==> config.mk <==
export PLATFORM = sky130hd
export DESIGN_NAME = window_scan_ctrl
export DESIGN_NICKNAME = d
export VERILOG_FILES = /design/src/rtl/cnn_stream_pkg.sv /design/src/rtl/window_scan_ctrl.sv
export SDC_FILE = /design/constraint.sdc
export NUM_CORES = 1
export LEC_CHECK = 0
export ABC_AREA = 1
export BUFFER_PORTS_ARGS = -buffer_cell sky130_fd_sc_hd__buf_4
export CAP_MARGIN = 20
export CORE_MARGIN = 2
export CORE_UTILIZATION = 45
export CTS_CLUSTER_SIZE = 25
export DETAILED_ROUTE_END_ITERATION = 10
export GPL_ROUTABILITY_DRIVEN = 0
export PLACE_DENSITY_LB_ADDON = 0.2
export SLEW_MARGIN = 5
export SYNTH_ARGS = -nofsm -noshare
export SYNTH_HDL_FRONTEND = slang
export SYNTH_SLANG_ARGS = --single-unit
==> constraint.sdc <==
create_clock -name clk -period 3.89 [get_ports clk]
set_input_delay 0.778 -clock clk [delete_from_list [all_inputs] [get_ports clk]]
set_output_delay 0.778 -clock clk [all_outputs]
set_load 0.02 [all_outputs]
==> src/rtl/cnn_stream_pkg.sv <==
`default_nettype none
// ============================================================================
// cnn_stream_pkg : shared window geometry, idle select code and scan states
// Rev 1.0
// ============================================================================
package cnn_stream_pkg;

  localparam int NTAPS = 9;
  localparam int DW    = 8;
  localparam int SW    = 5;

  // Select code the downstream selector ignores, so its output holds.
  localparam logic [SW-1:0] IDLE_SEL = 5'd31;

  typedef enum logic [0:0] {
    ST_IDLE = 1'b0,
    ST_SCAN = 1'b1
  } scan_state_e;

endpackage
`default_nettype wire

==> src/rtl/window_scan_ctrl.sv <==
`default_nettype none
// ============================================================================
// window_scan_ctrl : holds a 3x3 window and walks a registered 9:1 selector
// across its taps, one per cycle, with back-to-back window reload.
// Rev 1.0
// ============================================================================
module window_scan_ctrl #(
  parameter int NTAPS = cnn_stream_pkg::NTAPS,
  parameter int DW    = cnn_stream_pkg::DW,
  parameter int SW    = cnn_stream_pkg::SW
) (
  input  logic                       clk,
  input  logic                       reset,
  input  logic                       win_valid,
  input  logic [0:NTAPS-1][DW-1:0]   win_data,
  output logic                       win_ready,
  output logic [0:NTAPS-1][DW-1:0]   mux_data_in,
  output logic [SW-1:0]              mux_sel,
  output logic                       tap_valid,
  output logic [SW-1:0]              tap_idx,
  output logic                       tap_last,
  output logic [15:0]                win_count,
  output logic                       busy
);

  import cnn_stream_pkg::*;

  localparam logic [SW-1:0] LAST_SEL = SW'(NTAPS - 1);

  scan_state_e                 state_q, state_d;
  logic [SW-1:0]               mux_sel_q, mux_sel_d;
  logic [0:NTAPS-1][DW-1:0]    buf_q, buf_d;
  logic                        tap_valid_q, tap_valid_d;
  logic [SW-1:0]               tap_idx_q, tap_idx_d;
  logic                        tap_last_q, tap_last_d;
  logic [15:0]                 win_count_q, win_count_d;

  logic                        at_last;
  logic                        accept;

  always_comb begin
    at_last     = (state_q == ST_SCAN) && (mux_sel_q == LAST_SEL);
    win_ready   = !reset && ((state_q == ST_IDLE) || at_last);
    accept      = win_valid && win_ready;

    state_d     = state_q;
    mux_sel_d   = mux_sel_q;
    buf_d       = buf_q;
    win_count_d = win_count_q;

    // Status flags trail the select by one cycle to line up with the selector.
    tap_valid_d = (state_q == ST_SCAN);
    tap_idx_d   = mux_sel_q;
    tap_last_d  = at_last;

    case (state_q)
      ST_IDLE: begin
        mux_sel_d = SW'(IDLE_SEL);
        if (accept) begin
          state_d   = ST_SCAN;
          mux_sel_d = '0;
          buf_d     = win_data;
        end
      end
      ST_SCAN: begin
        if (at_last) begin
          win_count_d = win_count_q + 16'd1;
          if (accept) begin
            // The selector samples the old last tap on this same edge.
            mux_sel_d = '0;
            buf_d     = win_data;
          end else begin
            state_d   = ST_IDLE;
            mux_sel_d = SW'(IDLE_SEL);
          end
        end else begin
          mux_sel_d = mux_sel_q + 1'b1;
        end
      end
      default: begin
        state_d   = ST_IDLE;
        mux_sel_d = SW'(IDLE_SEL);
      end
    endcase
  end

  always_ff @(posedge clk) begin
    if (reset) begin
      state_q     <= ST_IDLE;
      mux_sel_q   <= SW'(IDLE_SEL);
      buf_q       <= '0;
      tap_valid_q <= 1'b0;
      tap_idx_q   <= '0;
      tap_last_q  <= 1'b0;
      win_count_q <= '0;
    end else begin
      state_q     <= state_d;
      mux_sel_q   <= mux_sel_d;
      buf_q       <= buf_d;
      tap_valid_q <= tap_valid_d;
      tap_idx_q   <= tap_idx_d;
      tap_last_q  <= tap_last_d;
      win_count_q <= win_count_d;
    end
  end

  assign mux_data_in = buf_q;
  assign mux_sel     = mux_sel_q;
  assign tap_valid   = tap_valid_q;
  assign tap_idx     = tap_idx_q;
  assign tap_last    = tap_last_q;
  assign win_count   = win_count_q;
  assign busy        = (state_q == ST_SCAN);

endmodule
`default_nettype wire

* Yosys cells after proc, flatten, opt, wreduce, memory -nomap -nowiden
Index checks and enable logic that the tools add are counted.
Cells by class: $add $sub $neg 2, equality and inequality tests 2, muxes and demuxes 9, bitwise gates (word level) 1, reduce and logical (&&, ||, !) cells 6
Operator list (count):
- two-way mux 72 bit | 2
- case mux 72 bit (2 select lines) | 1
- adder 16 x 1 -> 16 bit, second input constant | 1
- two-way mux 5 bit | 2
- case mux 5 bit (2 select lines) | 1
- adder 5 x 1 -> 5 bit, second input constant | 1
- equality test 5 x 4 -> 1 bit, second input constant | 1
- logical AND 1 bit | 3
- two-way mux 1 bit | 2
- != test 2 x 1 -> 1 bit, second input constant | 1
- case mux 1 bit (2 select lines) | 1
- AND reduction 2 bit | 1
- logical NOT 1 bit | 1
- logical OR 1 bit | 1
- inverter 1 bit | 1
Word-level totals: register bits after elaboration 101, bits of input ports 75, output and inout bits 102, logic and storage cells 35

* Logic depth before layout (Yosys ltp)
depth in word-level cells 8, depth in mapped cells 10, depth with buffers taken out 10

* Least setup slack after synthesis
Ideal clock, no wire load.
path type register to output, start point register mux_sel_q[0] (netlist: mux_sel[0]), end point output win_ready, arrival 1291 ps, required time 3112 ps, path slack 1821 ps, cell stages (with the launch flop) 8, path buffers 1, path through dfxtp_1 -> inv_1 -> ha_1 -> nand2_1 -> inv_2 -> nand2_4 -> a21oi_4 -> buf_2
Between the ends: longest elaborated chain between the ends 4
Ends and longest elaborated chain:
- start: declaration | RTL line window_scan_ctrl.sv:31 | logic [SW-1:0] mux_sel_q, mux_sel_d;
- start signal: assignment | RTL line window_scan_ctrl.sv:90 | mux_sel_q <= SW'(IDLE_SEL);
- start signal: assignment | RTL line window_scan_ctrl.sv:98 | mux_sel_q <= mux_sel_d;
- equality test 5 x 4 -> 1 bit | RTL line window_scan_ctrl.sv:42 | at_last = (state_q == ST_SCAN) && (mux_sel_q == LAST_SEL);
- logical AND 1 bit | RTL line window_scan_ctrl.sv:42
- logical OR 1 bit | RTL line window_scan_ctrl.sv:43 | win_ready = !reset && ((state_q == ST_IDLE) || at_last);
- logical AND 1 bit | RTL line window_scan_ctrl.sv:43
- end: declaration | RTL line window_scan_ctrl.sv:16 | output logic win_ready,
Every way passes these cells.

* Worst setup path in the final report
Ends and elaborated chain as after synthesis.

==> reports/qor.txt <==
IO Port Bufs - 176
Net Sw Frac - 27.6%
ANT cells - 0
CTS resizes - 0
# nets final - 747
die area - 10500 um^2
clk sinks - 101
Tot Pwr - 2.25 mW
Placed Instances - 790
origin of the worst setup path - mux_sel[0]
Clock Skews - 0.0113 ns
most frequent cells after synthesis - 114 x nand2_1, 101 x dfxtp_1, 95 x nand3_1
WL per Instance - 13.9 um
Worst Reg-to-Reg Cells - 10
status - finished, final reports clean
CTS Hold Bufs - 0
worst setup path end - win_ready
Post-CTS Setup Bufs - 0
Avg Vias per Cell - 5.05
Via Count - 4070
CTS Buf Count - 9
synthesized area - 4380 um^2
syn nets - 588
crit share post-route - 69.5%
pin count of the biggest net entering global routing - 73
worst hold slack - 0.468 ns
FF+latch count, synth - 101
DRT Wirelength - 11200 um
Yosys top cell area share - 46.2%
clock share of power - 31.9%
first-pass GRT wire length - 17100 um
CP endpoint kind - primary output
count leader, synth - nand2_1
# DRC - 0
Hold Vio Cnt, Final - 0
Setup TNS - 0 ns
Synth Flop Type - dfxtp_1
# IOs - 177
Worst Setup Slack post-DPL - 1.40 ns
Syn Inst Count - 510
Netlist cell types - 26
clock-pin slew on the worst setup and hold paths - 0.10 ns
RR Startpoint - mux_sel[0]
Die H - 103 um
Post-Place Cell Area - 5600 um^2
Reg power frac - 50.4%
area grow syn2layout - 33.1%
r2r setup slk - 1.49 ns
Critical Path AT - 1.93 ns
Post-synth ARST share - 0%
internal power - 1.63 mW
Psw - 0.622 mW
final core occ - 60.8%
setup ws final - 1.19 ns
1st-pass router iterations - 4
EDFF count, synth - 0
Setup CP Type - reg2out
synth top area cells - dfxtp_1 46%, nand3_2 14%, nand3_1 11%
die width - 103 um
H-tree depth - 3
pwr/cell area - 386 nW/um^2
cell taking the most area after synthesis - dfxtp_1
Syn Area/Cell - 8.59 um^2
startpoint types - flip-flop
Clock Tree Buf Depth - 2
share of cells above drive strength 1 - 39.5%
Yosys warning total - 0
total grt overflow - 0
worst slew pin tran - 0.759 ns
initial antenna violation count - 0
Min-Delay Path Class - reg2reg
register area share after synthesis - 46.2%
Clock Latency Late Sink - 0.35 ns
worst vdd ir - 0.212 mV
combinational share of power - 17.8%
Final Non-Filler Cells - 806
core area - 9590 um^2
worst flop-to-flop path endpoint - mux_data_in[3]
final setup vio count - 0
CTS tree - built
critical path fanouts, max - 26
Slew Viols, Final - 0
Leakage - 2.83 nW
Worst slew margin - 49.4%
Row Count - 36
Tmin final - 2.70 ns
CTS root buf - clkbuf_8
Fmax achieved - 370 MHz
Starting Density - 45.7%
vias in the first global route - 3660
RSZ-0062 raised after global routing - no
initial DRC count - 157
ANT nets after route - 0
CP required - 3.11 ns
finished layout cell area - 5830 um^2
GRT Total Usage - 20.3%
total of max-cap violations - 0
DPL Wire Length - 7800 um
worst max-delay path, stage by stage (launching register included):
cell     delay, ns
dfxtp_1       0.35
inv_1         0.09
ha_1          0.15
nand2_1       0.08
inv_2         0.10
nand2_4       0.07
a21oi_4       0.11
buf_4         0.38
buf_4         0.22
worst min path at each step:
stage                    start         endpoint  cells after the start
3_3_place_gp   mux_data_in[15]  mux_data_in[15]                      2
2_1_floorplan  mux_data_in[10]  mux_data_in[10]                      2
5_1_grt        mux_data_in[63]  mux_data_in[63]                      2
6_report       mux_data_in[40]  mux_data_in[40]                      2
4_1_cts        mux_data_in[43]  mux_data_in[43]                      2
3_5_place_dp   mux_data_in[43]  mux_data_in[43]                      2
power groups by stage:
| stage | clock [mW] | sequential [mW] | combinational, mW |
|---|---|---|---|
| 2_1_floorplan | 0 | 1.23 | 0.161 |
| 3_3_place_gp | 0 | 1.16 | 0.394 |
| 3_5_place_dp | 0 | 1.16 | 0.401 |
| 4_1_cts | 0.736 | 1.13 | 0.402 |
| 5_1_grt | 0.778 | 1.14 | 0.432 |
| 6_report | 0.717 | 1.13 | 0.400 |
cell type report:
| cell class | count | area (um^2) |
|---|---|---|
| Clock inverter | 5 | 85.1 |
| Inverter | 28 | 105 |
| Timing Repair Buffer | 182 | 1380 |
| Tap cell | 133 | 166 |
| Sequential cell | 101 | 2020 |
| Clock buffer | 10 | 128 |
| Multi-Input combinational cell | 347 | 1950 |
| Fill cell | 888 | 3760 |
registers in the layout, summed over array words and instances (netlist names):
signal       flops
mux_data_in     72
win_count       16
mux_sel          5
tap_idx          5
busy             1
tap_last         1
tap_valid        1
layout by cell type (no fill, tap or decap):
| cell type | instances |
|---|---|
| a21oi_1 | 8 |
| a21oi_4 | 1 |
| a31oi_1 | 1 |
| buf_12 | 1 |
| buf_4 | 181 |
| bufinv_16 | 2 |
| clkbuf_1 | 1 |
| clkbuf_8 | 9 |
| clkinv_4 | 1 |
| clkinvlp_4 | 1 |
| dfxtp_1 | 101 |
| ha_1 | 3 |
| inv_1 | 25 |
| inv_2 | 3 |
| inv_6 | 1 |
| nand2_1 | 114 |
| nand2_4 | 2 |
| nand3_1 | 95 |
| nand3_2 | 60 |
| nand3_4 | 1 |
| nand4_1 | 9 |
| nor2_1 | 37 |
| nor2_2 | 1 |
| nor2_4 | 2 |
| nor3_1 | 1 |
| nor3b_1 | 1 |
| o21ai_0 | 7 |
| o21ai_1 | 1 |
| xnor2_1 | 3 |
per-layer routing:
layer | part of all wire, % | track usage, % | up-vias
met2 | 50 | 34.4 | 156
met5 | 0 | 0 | -
li1 | - | - | 1994
met4 | 1.3 | 6.46 | 0
met1 | 42 | 25.4 | 1906
met3 | 7.4 | 4.95 | 14
cells by family after synthesis:
group | Yosys count | share of synthesized area, %
and+or+nand+nor | 323 | 40.6
DFF | 101 | 46.2
buffers and inverters | 62 | 9.40
AOI/OAI and AO/OA | 18 | 2.34
xor gates and xnor gates | 3 | 0.600
adders and majority gates | 3 | 0.857
No activity file was read; power rests on OpenSTA's default activity.
